[src/rtl/uart_pkt_pkg.sv]
// Shared types for the UART packet controller: FSM encoding and
// the default start-of-frame marker.
package uart_pkt_pkg;

    typedef enum logic [2:0] {
        ST_IDLE,
        ST_CMD,
        ST_LEN,
        ST_DATA,
        ST_CKSUM,
        ST_HOLD
    } state_t;

    localparam logic [7:0] SYNC_BYTE_DEF = 8'hA5;

endpackage

[src/rtl/uart_pkt_buf.sv]
// Payload register file: synchronous write, asynchronous read.
// Contents carry no reset; only bytes below pkt_len are meaningful.
module uart_pkt_buf #(
    parameter int DEPTH = 16,
    parameter int AW    = 4
) (
    input  logic          clk,
    input  logic          i_we,
    input  logic [AW-1:0] i_waddr,
    input  logic [7:0]    i_wdata,
    input  logic [AW-1:0] i_raddr,
    output logic [7:0]    o_rdata
);

    logic [7:0] r_mem [DEPTH];

    always_ff @(posedge clk) begin
        if (i_we) begin
            r_mem[i_waddr] <= i_wdata;
        end
    end

    assign o_rdata = r_mem[i_raddr];

endmodule

[src/rtl/uart_packet_ctrl.sv]
// Frames the UART byte stream into SYNC/CMD/LEN/payload/CKSUM packets.
// Optional inter-byte timeout: define UART_PKT_TIMEOUT_EN.
module uart_packet_ctrl
    import uart_pkt_pkg::*;
#(
    parameter int         MAX_LEN        = 16,
    parameter logic [7:0] SYNC_BYTE      = SYNC_BYTE_DEF,
    parameter int         TIMEOUT_CYCLES = 50000,
    localparam int        LW = $clog2(MAX_LEN + 1),
    localparam int        AW = (MAX_LEN > 1) ? $clog2(MAX_LEN) : 1
) (
    input  logic          clk,
    input  logic          reset,
    input  logic          rx_valid,
    output logic          rx_ready,
    input  logic [7:0]    rx_data,
    output logic          pkt_valid,
    input  logic          pkt_ack,
    output logic [7:0]    pkt_cmd,
    output logic [LW-1:0] pkt_len,
    input  logic [AW-1:0] rd_addr,
    output logic [7:0]    rd_data,
    output logic          err_len,
    output logic          err_cksum,
    output logic          err_timeout
);

    localparam logic [7:0] MAX_L8 = 8'(MAX_LEN);

    state_t        r_state;
    state_t        w_state_nxt;
    logic          r_run;
    logic [7:0]    r_cmd;
    logic [7:0]    r_cksum;
    logic [LW-1:0] r_len;
    logic [LW-1:0] r_idx;
    logic          r_err_len;
    logic          r_err_ck;
    logic          r_err_to;
    logic          w_acc;
    logic          w_we;
    logic          w_last;
    logic          w_err_len;
    logic          w_err_ck;
    logic          w_to_hit;

    // r_run holds rx_ready low until the first edge after reset release
    assign rx_ready = r_run & (r_state != ST_HOLD);
    assign w_acc    = rx_valid & rx_ready;
    assign w_last   = (r_idx == r_len - 1'b1);

`ifdef UART_PKT_TIMEOUT_EN
    localparam logic [15:0] TO_LAST = 16'(TIMEOUT_CYCLES - 1);

    logic [15:0] r_to_cnt;
    logic        w_busy;

    assign w_busy = (r_state == ST_CMD) | (r_state == ST_LEN) |
                    (r_state == ST_DATA) | (r_state == ST_CKSUM);
    assign w_to_hit = w_busy & ~w_acc & (r_to_cnt == TO_LAST);

    always_ff @(posedge clk or negedge reset) begin
        if (!reset) begin
            r_to_cnt <= '0;
        end else if (!w_busy || w_acc || w_to_hit) begin
            r_to_cnt <= '0;
        end else begin
            r_to_cnt <= r_to_cnt + 16'd1;
        end
    end
`else
    logic w_unused_to;

    assign w_to_hit    = 1'b0;
    assign w_unused_to = (TIMEOUT_CYCLES != 0);
`endif

    always_ff @(posedge clk or negedge reset) begin
        if (!reset) begin
            r_state <= ST_IDLE;
        end else begin
            r_state <= w_state_nxt;
        end
    end

    always_comb begin
        w_state_nxt = r_state;
        w_err_len   = 1'b0;
        w_err_ck    = 1'b0;
        w_we        = 1'b0;
        unique case (r_state)
            ST_IDLE: begin
                if (w_acc && rx_data == SYNC_BYTE) begin
                    w_state_nxt = ST_CMD;
                end
            end
            ST_CMD: begin
                if (w_acc) begin
                    w_state_nxt = ST_LEN;
                end
            end
            ST_LEN: begin
                if (w_acc) begin
                    if (rx_data > MAX_L8) begin
                        w_err_len   = 1'b1;
                        w_state_nxt = ST_IDLE;
                    end else if (rx_data == 8'd0) begin
                        w_state_nxt = ST_CKSUM;
                    end else begin
                        w_state_nxt = ST_DATA;
                    end
                end
            end
            ST_DATA: begin
                if (w_acc) begin
                    w_we = 1'b1;
                    if (w_last) begin
                        w_state_nxt = ST_CKSUM;
                    end
                end
            end
            ST_CKSUM: begin
                if (w_acc) begin
                    if (rx_data == r_cksum) begin
                        w_state_nxt = ST_HOLD;
                    end else begin
                        w_err_ck    = 1'b1;
                        w_state_nxt = ST_IDLE;
                    end
                end
            end
            ST_HOLD: begin
                if (pkt_ack) begin
                    w_state_nxt = ST_IDLE;
                end
            end
            default: begin
                w_state_nxt = ST_IDLE;
            end
        endcase
        if (w_to_hit) begin
            w_state_nxt = ST_IDLE;
        end
    end

    always_ff @(posedge clk or negedge reset) begin
        if (!reset) begin
            r_run     <= 1'b0;
            r_cmd     <= '0;
            r_cksum   <= '0;
            r_len     <= '0;
            r_idx     <= '0;
            r_err_len <= 1'b0;
            r_err_ck  <= 1'b0;
            r_err_to  <= 1'b0;
        end else begin
            r_run     <= 1'b1;
            r_err_len <= w_err_len;
            r_err_ck  <= w_err_ck;
            r_err_to  <= w_to_hit;
            if (w_acc) begin
                case (r_state)
                    ST_CMD: begin
                        r_cmd   <= rx_data;
                        r_cksum <= rx_data;
                    end
                    ST_LEN: begin
                        r_len   <= rx_data[LW-1:0];
                        r_cksum <= r_cksum ^ rx_data;
                        r_idx   <= '0;
                    end
                    ST_DATA: begin
                        r_cksum <= r_cksum ^ rx_data;
                        r_idx   <= r_idx + 1'b1;
                    end
                    default: begin
                    end
                endcase
            end
        end
    end

    uart_pkt_buf #(
        .DEPTH (MAX_LEN),
        .AW    (AW)
    ) u_buf (
        .clk     (clk),
        .i_we    (w_we),
        .i_waddr (r_idx[AW-1:0]),
        .i_wdata (rx_data),
        .i_raddr (rd_addr),
        .o_rdata (rd_data)
    );

    assign pkt_valid   = (r_state == ST_HOLD);
    assign pkt_cmd     = r_cmd;
    assign pkt_len     = r_len;
    assign err_len     = r_err_len;
    assign err_cksum   = r_err_ck;
    assign err_timeout = r_err_to;

endmodule

[config.mk]
export PLATFORM = sky130hd
export DESIGN_NAME = uart_packet_ctrl
export DESIGN_NICKNAME = d
export VERILOG_FILES = /design/src/rtl/uart_pkt_pkg.sv /design/src/rtl/uart_pkt_buf.sv /design/src/rtl/uart_packet_ctrl.sv
export SDC_FILE = /design/constraint.sdc
export NUM_CORES = 1
export LEC_CHECK = 0
export BUFFER_PORTS_ARGS = -buffer_cell sky130_fd_sc_hd__buf_2
export CAP_MARGIN = 20
export CELL_PAD_IN_SITES_DETAIL_PLACEMENT = 0
export CELL_PAD_IN_SITES_GLOBAL_PLACEMENT = 2
export CORE_UTILIZATION = 40
export CTS_BUF_LIST = sky130_fd_sc_hd__clkbuf_8
export DETAILED_ROUTE_END_ITERATION = 8
export PLACE_DENSITY_LB_ADDON = 0.1
export SYNTH_ARGS = -nofsm -noshare
export SYNTH_HDL_FRONTEND = slang
export SYNTH_SLANG_ARGS = --single-unit
[constraint.sdc]
create_clock -name clk -period 1.95 [get_ports clk]
set_input_delay 0.0975 -clock clk [delete_from_list [all_inputs] [get_ports clk]]
set_output_delay 0.0975 -clock clk [all_outputs]
set_load 0.1 [all_outputs]
==> impl_metrics.ini <==
[die]
die_x_um = 133
die_h_um = 133
core_um2 = 16600
start_util = 0.411
ioPinCount = 42
rows = 47
die_area_um2 = 17600

[worst_setup_path]
regToRegStartpoint = pkt_len[0]
path_class = flip-flop to output port
start_kind = flip-flop
required_ns = 1.85
cp_max_fo = 1
reg2reg_slack_ns = 0.12
cp-end-kind = output port
r2r_end = r_state[1]
worstRegToRegCells = 6
crit_arrival_ns = 2.04

[final_layout]
antenna_cells = 0
final_core_util = 0.484
mostFrequentLayoutCell = edfxtp_1
final_cell_mix = edfxtp_1 (128), buf_4 (45), mux4_2 (34)
drive_above_1_share = 0.367
fillCellCount = 1422
final_cell_area_um2 = 8050
syn2layout_area_growth_pct = 17.8
nets = 491

[sta]
tns_ns = -1.39
skew_ns = 0.0138
tightest_slew_ns = 0.560
setup_ws_ns = -0.190
drv_slew = 0
finalCritPeriodShare = 1.10
setup_viol = 8
post-route-min-period_ns = 2.14
max_freq_mhz = 467
slew-limit-headroom = 0.626
rsz0062_at_grt = yes
hold_violations = 0

[grt]
use_met3 = 0.0425
use_met2 = 0.325
grt_pass1_wl_mm = 24.2
track_usage = 0.194
grt-busiest-layer = met2
grt_pass1_vias = 3926
grt_use_met1 = 0.252
grt_overflow = 0
grt_max_degree = 33
antenna_found_initial = 1

[power]
swShare = 0.376
p_comb_frac = 0.306
power.density_nw_per_um2 = 1190
seqPwrFrac = 0.443
p_int_mw = 5.99
power.switching_mw = 3.61
peakVddDrop_mv = 0.966
p_clk_frac = 0.251
power_leakage_nw = 2.89

[detailed_routing]
via_per_inst = 5.39
drtAntennaViolNets = 0
drt-initial-drc-count = 239
wl_per_cell_um = 22.3
dr.pass1.iters = 4
drc = 0
finalWirelength_mm = 15.6
vias = 3785

[worst_hold_path]
worstHoldPathType = input port to flip-flop
whs_path_depth = 3
hold_end = r_cksum[5]
hold_path_startpoint = rx_data[5]

[clock_tree]
cts_tree = yes
cts_num_sinks = 160
cts_buffers = 17
path_clk_slew_ns = 0.08
clockBufferDepth = 2
clockRootBuffer = clkbuf_8
clock_latency_ns = 0.45
h-tree-depth = 4

[synth]
muxShareOfSynthArea = 0.155
yosys_warnings = 0
synth_cells = 387
synth_edf_count = 128
synth-adder-area-share = 0.00915
syn_avg_cell_area_um2 = 17.7
yosys_register_bits = 160
synth.cell_area_um2 = 6840
synth_nets = 408
async_flop_share = 0.200
ys.flop_type = edfxtp_1
synth_compound_area_frac = 0.0478
synth-xor-area-share = 0.0203
yosys.area_share.simple = 0.0576
yosysSeqAreaShare = 0.679
synth_top_family_by_area = multiplexers
synthDistinctLibCells = 53

[flow_run]
drv_cap = 0

[placement]
dpl_cell_area_um2 = 7550
place_hpwl_mm = 10.6
io_buffers = 40
gp_congestion = 0.753
dp_slack_ns = -0.0110

[outcome]
violations = setup timing
status = complete, but fails checks
==> cells by family (layout without fill, tap and decap cells) <==
group,after synthesis,in the layout
muxes,49,49
buffers and inverters,35,130
and+or+nand+nor,74,74
adders and majority gates,5,5
other,2,2
DFF,160,160
AOI/OAI and AO/OA,47,47
xor gates and xnor gates,15,15
==> through the flow <==
stage	instances	total power [mW]	hold slack, ns
after detailed placement	668	7.21	0.126
after floorplan	387	6.57	-0.198
after CTS	702	9.69	0.0148
after global routing	702	10.0	0.0144
after global placement	668	7.18	0.114
final	702	9.59	0.0353
==> critical path: stages, from the launching register on <==
cell and delay [ns]:
edfxtp_1 0.37, mux4_2 0.49, mux4_2 0.54, buf_12 0.20
==> layer usage <==
layer / vias up / share of wire
li1: 1697 / -
met1: 1970 / 0.44
met2: 91 / 0.50
met3: 25 / 0.043
met4: 2 / 0.021
met5: - / 0.00083
==> layout make-up <==
type	count	area, um^2	area share
sequential	160	4660	0.578
multi-input combinational	192	1980	0.246
timing repair buffer	89	716	0.0889
tap	220	275	0.0342
clock buffer	17	234	0.0291
clock inverter	14	156	0.0194
inverter	10	37.5	0.00466
==> how the worst max path moves through the flow <==
stage	startpoint	end	cells past startpoint
after floorplan	r_state[2]	u_buf.r_mem[1][0]	4
after global placement	rd_addr[0]	rd_data[5]	5
after detailed placement	rd_addr[0]	rd_data[5]	5
after CTS	u_buf.r_mem[3][2]	rd_data[2]	3
after global routing	u_buf.r_mem[3][5]	rd_data[5]	3
final	u_buf.r_mem[3][5]	rd_data[5]	3
==> registers in the layout, summed over array words and instances (netlist names) <==
register,count
err_cksum,1
err_len,1
pkt_cmd,8
pkt_len,5
r_cksum,8
r_idx,5
r_run,1
r_state,3
u_buf.r_mem,128
==> cell usage after synthesis (2+ instances only) <==
| cell type | count | area share |
|---|---|---|
| inv_1 | 9 | 0.0049 |
| or3_1 | 2 | 0.0018 |
| mux2i_1 | 2 | 0.0029 |
| xor2_1 | 11 | 0.014 |
| a21oi_1 | 17 | 0.012 |
| buf_6 | 4 | 0.0066 |
| o21ai_0 | 10 | 0.0073 |
| a211oi_1 | 4 | 0.0044 |
| conb_1 | 2 | 0.0011 |
| buf_1 | 5 | 0.0027 |
| nor3_1 | 9 | 0.0066 |
| nand2b_1 | 5 | 0.0046 |
| dfrtp_1 | 32 | 0.12 |
| nor2_1 | 23 | 0.013 |
| nor4_1 | 5 | 0.0046 |
| ha_1 | 5 | 0.0091 |
| xnor2_1 | 3 | 0.0038 |
| a311oi_1 | 9 | 0.012 |
| buf_2 | 8 | 0.0059 |
| mux4_1 | 16 | 0.061 |
| edfxtp_1 | 128 | 0.56 |
| clkbuf_1 | 4 | 0.0022 |
| mux2_2 | 7 | 0.012 |
| nor2b_1 | 2 | 0.0018 |
| nand2_1 | 14 | 0.0077 |
| mux4_2 | 24 | 0.079 |
==> power groups by stage <==
stage	clock, mW	combinational, mW	sequential (mW)
after detailed placement	0	2.89	4.32
after global placement	0	2.87	4.31
after global routing	2.62	3.13	4.30
final	2.41	2.94	4.25
after CTS	2.47	2.97	4.25
after floorplan	0	1.32	5.26
==> repair_timing <==
action,CTS,global route
pin swaps,0,1
endpoints found under the setup margin,10,26
hold endpoints to repair,25,0
hold buffers,3,0
setup buffers,0,0
gates resized for setup,43,1
No activity file was read; power rests on OpenSTA's default activity.
